[config.mk]
export PLATFORM = sky130hd
export DESIGN_NAME = csm_shared_regfile
export DESIGN_NICKNAME = d
export VERILOG_FILES = /design/src/rtl/csm_shared_regfile.sv
export SDC_FILE = /design/constraint.sdc
export NUM_CORES = 1
export LEC_CHECK = 0
export ABC_AREA = 0
export BUFFER_PORTS_ARGS = -buffer_cell sky130_fd_sc_hd__buf_2
export CORE_MARGIN = 1
export CORE_UTILIZATION = 30
export CTS_BUF_LIST = sky130_fd_sc_hd__clkbuf_4
export CTS_CLUSTER_SIZE = 30
export DETAILED_ROUTE_END_ITERATION = 10
export HOLD_SLACK_MARGIN = 0.03
export PLACE_DENSITY = 0.58
export SYNTH_ARGS = -nofsm -noshare
export SYNTH_HDL_FRONTEND = slang
export SYNTH_SLANG_ARGS = --single-unit
export TNS_END_PERCENT = 5
[constraint.sdc]
create_clock -name clk -period 2.4 [get_ports clk]
set_input_delay 0.36 -clock clk [delete_from_list [all_inputs] [get_ports clk]]
set_output_delay 0.36 -clock clk [all_outputs]
set_load 0.1 [all_outputs]
[src/rtl/csm_shared_regfile.sv]
// Two-port contended shared register file with per-register hold/release locks.
// Optional CSM_RR_ARB_EN: round-robin arbitration of same-edge hold/hold and write/write collisions.
module csm_shared_regfile #(
  parameter int DATA_W   = 8,
  parameter int NUM_REGS = 4
) (
  input  logic              clk,
  input  logic              reset_n,
  input  logic [DATA_W-1:0] A_in_AD,
  input  logic              A_rw,
  input  logic              A_enable,
  input  logic              A_hold,
  input  logic              A_release,
  output logic              A_ack,
  output logic [1:0]        A_err,
  output logic [DATA_W-1:0] A_out_data,
  input  logic [DATA_W-1:0] B_in_AD,
  input  logic              B_rw,
  input  logic              B_enable,
  input  logic              B_hold,
  input  logic              B_release,
  output logic              B_ack,
  output logic [1:0]        B_err,
  output logic [DATA_W-1:0] B_out_data
);
  localparam int AW = (NUM_REGS > 1) ? $clog2(NUM_REGS) : 1;
  localparam logic [DATA_W-1:0] NR = DATA_W'(NUM_REGS);
  localparam logic [1:0] E_OK = 2'b00, E_LOCK = 2'b01, E_ADDR = 2'b10, E_PROTO = 2'b11;

  typedef enum logic [1:0] {IDLE = 2'd0, WR_DATA = 2'd1, RESP = 2'd2} st_t;

  // index 0 = port A, index 1 = port B
  logic [1:0][DATA_W-1:0] in_ad;
  logic [1:0]             rw, en, hold, rel;
  assign in_ad = {B_in_AD, A_in_AD};
  assign rw    = {B_rw, A_rw};
  assign en    = {B_enable, A_enable};
  assign hold  = {B_hold, A_hold};
  assign rel   = {B_release, A_release};

  st_t                    st_q [2];
  st_t                    st_d [2];
  logic [1:0][AW-1:0]     addr_q, addr_d, in_idx;
  logic [1:0][1:0]        err_q, err_d;
  logic [1:0][DATA_W-1:0] out_q, out_d;
  logic [NUM_REGS-1:0][DATA_W-1:0] mem_q;
  logic [NUM_REGS-1:0]    lock_v, lock_own;
  logic [1:0]             bad, other_lk, commit, hold_req, wr_en, lk_set, lk_clr, lose;
  logic                   wr_coll, hold_coll, win_b;

  // Per-port request decode against the registered lock table
  always_comb begin
    in_idx   = '0;
    bad      = '0;
    other_lk = '0;
    commit   = '0;
    hold_req = '0;
    for (int p = 0; p < 2; p++) begin
      in_idx[p]   = in_ad[p][AW-1:0];
      bad[p]      = in_ad[p] >= NR;
      other_lk[p] = !bad[p] && lock_v[in_idx[p]] && (lock_own[in_idx[p]] != 1'(p));
      commit[p]   = (st_q[p] == WR_DATA) &&
                    !(lock_v[addr_q[p]] && (lock_own[addr_q[p]] != 1'(p)));
      hold_req[p] = (st_q[p] == IDLE) && !en[p] && hold[p] && !rel[p] && !bad[p] && !other_lk[p];
    end
  end

  assign wr_coll   = commit[0] && commit[1] && (addr_q[0] == addr_q[1]);
  assign hold_coll = hold_req[0] && hold_req[1] && (in_idx[0] == in_idx[1]);
  assign lose      = {~win_b, win_b};

`ifdef CSM_RR_ARB_EN
  // last_b records the most recent collision winner; reset value makes A win first
  logic last_b;
  always_ff @(posedge clk or negedge reset_n)
    if (!reset_n)                  last_b <= 1'b1;
    else if (wr_coll || hold_coll) last_b <= win_b;
  assign win_b = ~last_b;
`else
  assign win_b = 1'b0;
`endif

  always_comb begin
    addr_d = addr_q;
    err_d  = err_q;
    out_d  = out_q;
    wr_en  = '0;
    lk_set = '0;
    lk_clr = '0;
    for (int p = 0; p < 2; p++) begin
      st_d[p] = st_q[p];
      case (st_q[p])
        IDLE: begin
          if (en[p]) begin
            addr_d[p] = in_idx[p];
            st_d[p]   = RESP;
            if (bad[p])           err_d[p] = E_ADDR;
            else if (other_lk[p]) err_d[p] = E_LOCK;
            else if (!rw[p]) begin
              err_d[p] = E_OK;
              out_d[p] = mem_q[in_idx[p]];
            end else st_d[p] = WR_DATA;
          end else if (hold[p] || rel[p]) begin
            st_d[p] = RESP;
            if (hold[p] && rel[p])               err_d[p] = E_PROTO;
            else if (bad[p])                     err_d[p] = E_ADDR;
            else if (hold[p]) begin
              if (other_lk[p] || (hold_coll && lose[p])) err_d[p] = E_LOCK;
              else begin
                err_d[p]  = E_OK;
                lk_set[p] = 1'b1;
              end
            end else if (lock_v[in_idx[p]] && (lock_own[in_idx[p]] == 1'(p))) begin
              err_d[p]  = E_OK;
              lk_clr[p] = 1'b1;
            end else err_d[p] = E_PROTO;
          end
        end
        WR_DATA: begin
          st_d[p] = RESP;
          if (!commit[p])               err_d[p] = E_LOCK;
          else if (wr_coll && lose[p])  err_d[p] = E_PROTO;
          else begin
            err_d[p] = E_OK;
            wr_en[p] = 1'b1;
          end
        end
        RESP:    st_d[p] = IDLE;
        default: st_d[p] = IDLE;
      endcase
      if (st_d[p] == RESP && err_d[p] != E_OK) out_d[p] = '0;
    end
  end

  always_ff @(posedge clk or negedge reset_n) begin
    if (!reset_n) begin
      st_q[0] <= IDLE;
      st_q[1] <= IDLE;
      addr_q  <= '0;
      err_q   <= '0;
      out_q   <= '0;
    end else begin
      st_q[0] <= st_d[0];
      st_q[1] <= st_d[1];
      addr_q  <= addr_d;
      err_q   <= err_d;
      out_q   <= out_d;
    end
  end

  // Arbitration above guarantees no two ports write the same mem/lock entry on one edge
  always_ff @(posedge clk or negedge reset_n) begin
    if (!reset_n) begin
      mem_q    <= '0;
      lock_v   <= '0;
      lock_own <= '0;
    end else begin
      for (int p = 0; p < 2; p++) begin
        if (wr_en[p]) mem_q[addr_q[p]] <= in_ad[p];
        if (lk_set[p]) begin
          lock_v[in_idx[p]]   <= 1'b1;
          lock_own[in_idx[p]] <= 1'(p);
        end
        if (lk_clr[p]) lock_v[in_idx[p]] <= 1'b0;
      end
    end
  end

  assign A_ack      = (st_q[0] == RESP);
  assign B_ack      = (st_q[1] == RESP);
  assign A_err      = A_ack ? err_q[0] : 2'b00;
  assign B_err      = B_ack ? err_q[1] : 2'b00;
  assign A_out_data = out_q[0];
  assign B_out_data = out_q[1];
endmodule

==> impl_metrics.csv <==
group,metric,value,unit
clock_tree,cts_buffer_depth,2,
placement,pre_cts_ws,-0.0535,ns
sta,slew_violations,0,
cells_and_area,layout.cells.non_filler,668,
yosys,synth_async_sr_flop_share,1.00,
clock_tree,cts_buffers,9,
route,drt_iter0_drc,221,
yosys,netlist.area_leader.share,0.405,
cells_and_area,utilization,0.385,
worst_setup_path,arrival,2.64,ns
sta,setup_viol,0,
cells_and_area,fillCellCount,1383,
worst_setup_path,critPathTopFamily,"compound AO/OA/AOI/OAI gates",
yosys,syn_inst,399,
power,leakagePower,2.39,nW
yosys,ys.flop_type,"dfrtp_1",
clock_tree,cts-htree-levels,3,
yosys,synth_nets,425,
worst_setup_path,end_kind,"register",
worst_setup_path,path_cells,"mux4_2 -> o31ai_1 -> a2bb2oi_1 -> o311a_1 -> a211oi_4 -> nor2_1",
power,p_total,2.98,mW
cells_and_area,layout-drive-gt1-share,0.312,
worst_setup_path,critPathSlowestCell,"mux4_2",
route,drtAntennaViolNets,0,
clock_tree,clockRootBuffer,"clkbuf_4",
route,via_per_inst,5.36,
run,max_cap_violations,0,
placement,placedCellCount,647,
sta,hold_viol,0,
placement,place_area,4940,um^2
yosys,syn_area,4200,um^2
cells_and_area,fin_nets,512,
global_routing,grt_pass1_vias,3567,
sta,relSlewSlack,0.608,
route,detail_route.wl_per_cell,17.8,um
route,num_vias,3583,
clock_tree,clk_latency,0.44,ns
yosys,ys_types,62,
route,firstDrtPassIters,5,
worst_setup_path,reg2reg_depth,6,
global_routing,grt_usage,0.176,
worst_setup_path,crit_type,"reg2reg",
yosys,synth_seq_cells,68,
floorplanning,die_w,120,um
yosys,yosys-top-cells-area,"dfrtp_1 (41%), mux2i_1 (12%), mux4_2 (7.5%)",
yosys,synth_top_area_cell,"dfrtp_1",
global_routing,antenna_found_initial,1,
clock_tree,cts_tree,"built",
power,ir_drop,314,uV
min_path,min-delay-start,"A_rw",
min_path,hold_class,"in2reg",
placement,portBuffers,47,
worst_setup_path,r2r-end,"A_out_data[6]$_DFFE_PN0P_",
sta,period_minus_slack,2.32,ns
worst_setup_path,rrSetupSlack,0.08,ns
cells_and_area,regArea,1700,um^2
floorplanning,io_pins,48,
yosys,yosys-top-cells-count,"dfrtp_1 (68), mux2i_1 (49), nand2_1 (44)",
sta,max_freq,432,MHz
floorplanning,chipHeight,120,um
power,p_per_area,576,nW/um^2
yosys,ys_seq_area_frac,0.405,
sta,setup-tns-final,0,ns
global_routing,grt_max_degree,69,
worst_setup_path,start_kind,"register",
min_path,min_to,"st_q[2]$_DFF_PN0_",
yosys,synth-edff-count,0,
yosys,syn_avg_cell_area,10.5,um^2
sta,worst_pin_slew,0.588,ns
status,status,"completed",
worst_setup_path,path_buf_inv,0,
clock_tree,clkTransAtPathRegs,0.12,ns
yosys,synth_most_common_cell,"dfrtp_1",
floorplanning,core_area,13500,um^2
floorplanning,initial_utilization,0.312,
sta,fin_skew,0.0216,ns
sta,hold_slack,0.177,ns
cells_and_area,area_growth,23.3,%
min_path,whs_path_depth,3,
yosys,yosys_warnings,0,
route,drt_wl_total,11900,um
sta,fin_crit_sh,0.965,
placement,gpl.final_weighted_congestion,0.890,
worst_setup_path,crit_required,2.72,ns
cells_and_area,final_area,5180,um^2
global_routing,overflow,0,
global_routing,grt_first_pass_wirelength,19400,um
sta,worst_slack,0.0840,ns
placement,dp_hpwl,8450,um
worst_setup_path,reg2reg_from,"lock_v[3]$_DFF_PN0_",
worst_setup_path,max_stage_delay,0.54,ns
floorplanning,rows,42,
floorplanning,die_area,14500,um^2
clock_tree,clock_sinks,68,
cells_and_area,multi_input_area,2420,um^2
route,route.detailed.drc,0,
worst_setup_path,worstPathMaxFanout,8,
how the worst max path moves through the flow:
| stage | to | startpoint | cells after the start |
|---|---|---|---|
| 2_1_floorplan | A_err[0] | st_q[3]$_DFF_PN0_ | 3 |
| 3_3_place_gp | A_out_data[6]$_DFFE_PN0P_ | A_in_AD[4] | 7 |
| 3_5_place_dp | A_out_data[6]$_DFFE_PN0P_ | A_in_AD[4] | 7 |
| 4_1_cts | A_out_data[6]$_DFFE_PN0P_ | lock_v[3]$_DFF_PN0_ | 6 |
| 5_1_grt | B_out_data[7]$_DFFE_PN0P_ | lock_v[3]$_DFF_PN0_ | 7 |
| 6_report | A_out_data[6]$_DFFE_PN0P_ | lock_v[3]$_DFF_PN0_ | 6 |
area by class of cell:
cell class                      count  share of cell area
Timing Repair Buffer               96               0.120
Clock inverter                      6              0.0218
Inverter                            6             0.00435
Tap cell                          176              0.0425
Antenna cell                        1            0.000483
Sequential cell                    68               0.329
Clock buffer                       10              0.0145
Multi-Input combinational cell    305               0.467
layout by cell type (no fill, tap or decap), types with 5 or more instances in the layout:
cell / n
dfrtp_1: 68
mux2i_1: 49
buf_2: 47
buf_4: 46
nand2_1: 44
nor2_1: 39
o21ai_0: 24
a21oi_1: 17
mux4_2: 14
clkbuf_4: 10
nand3_1: 9
nor2b_1: 9
inv_1: 6
nand2b_1: 6
a31oi_1: 6
mux4_1: 5
per-layer routing:
layer  global-route usage  routed length [um]  vias to the layer above
li1                     -                   -                     1671
met1                0.233                5470                     1777
met2                0.285                5570                      118
met3               0.0321                 597                       17
met4               0.0648                 229                        0
met5                    0                   0                        -
where the power goes:
part,switching (mW),internal (mW),leakage (nW),total (mW)
Clock,0.450,0.541,0.101,0.990
Sequential,0.0718,1.22,0.871,1.29
Combinational,0.445,0.261,1.41,0.706
Total,0.966,2.02,2.39,2.98
flip-flops by register name, summed over array words and instances (netlist names):
name and flops:
mem_q 32, A_out_data 8, B_out_data 8, addr_q 4
err_q 4, lock_own 4, lock_v 4, st_q 4
timing repair:
action	in CTS	in global routing
setup endpoints to repair	0	9
setup buffers	0	3
hold buffers	1	0
hold endpoints to repair	68	0
resized for setup	0	4
kinds of logic (layout without fill, tap and decap cells):
logic type | after synthesis | count (layout) | synth area share
mux | 74 | 74 | 0.246
xor+xnor | 3 | 3 | 0.00626
simple gates | 150 | 150 | 0.190
flops | 68 | 68 | 0.405
buf+inv | 26 | 118 | 0.0262
compound gates | 78 | 78 | 0.126
other cells | 0 | 1 | 0
worst register-to-register path, delay by kind of cell, from the launching register on:
family          cells  cell delay (ns)
compound gates      4             1.12
mux                 1             0.54
flops               1             0.46
simple gates        1             0.10
Power figures use the tool's default switching activity.
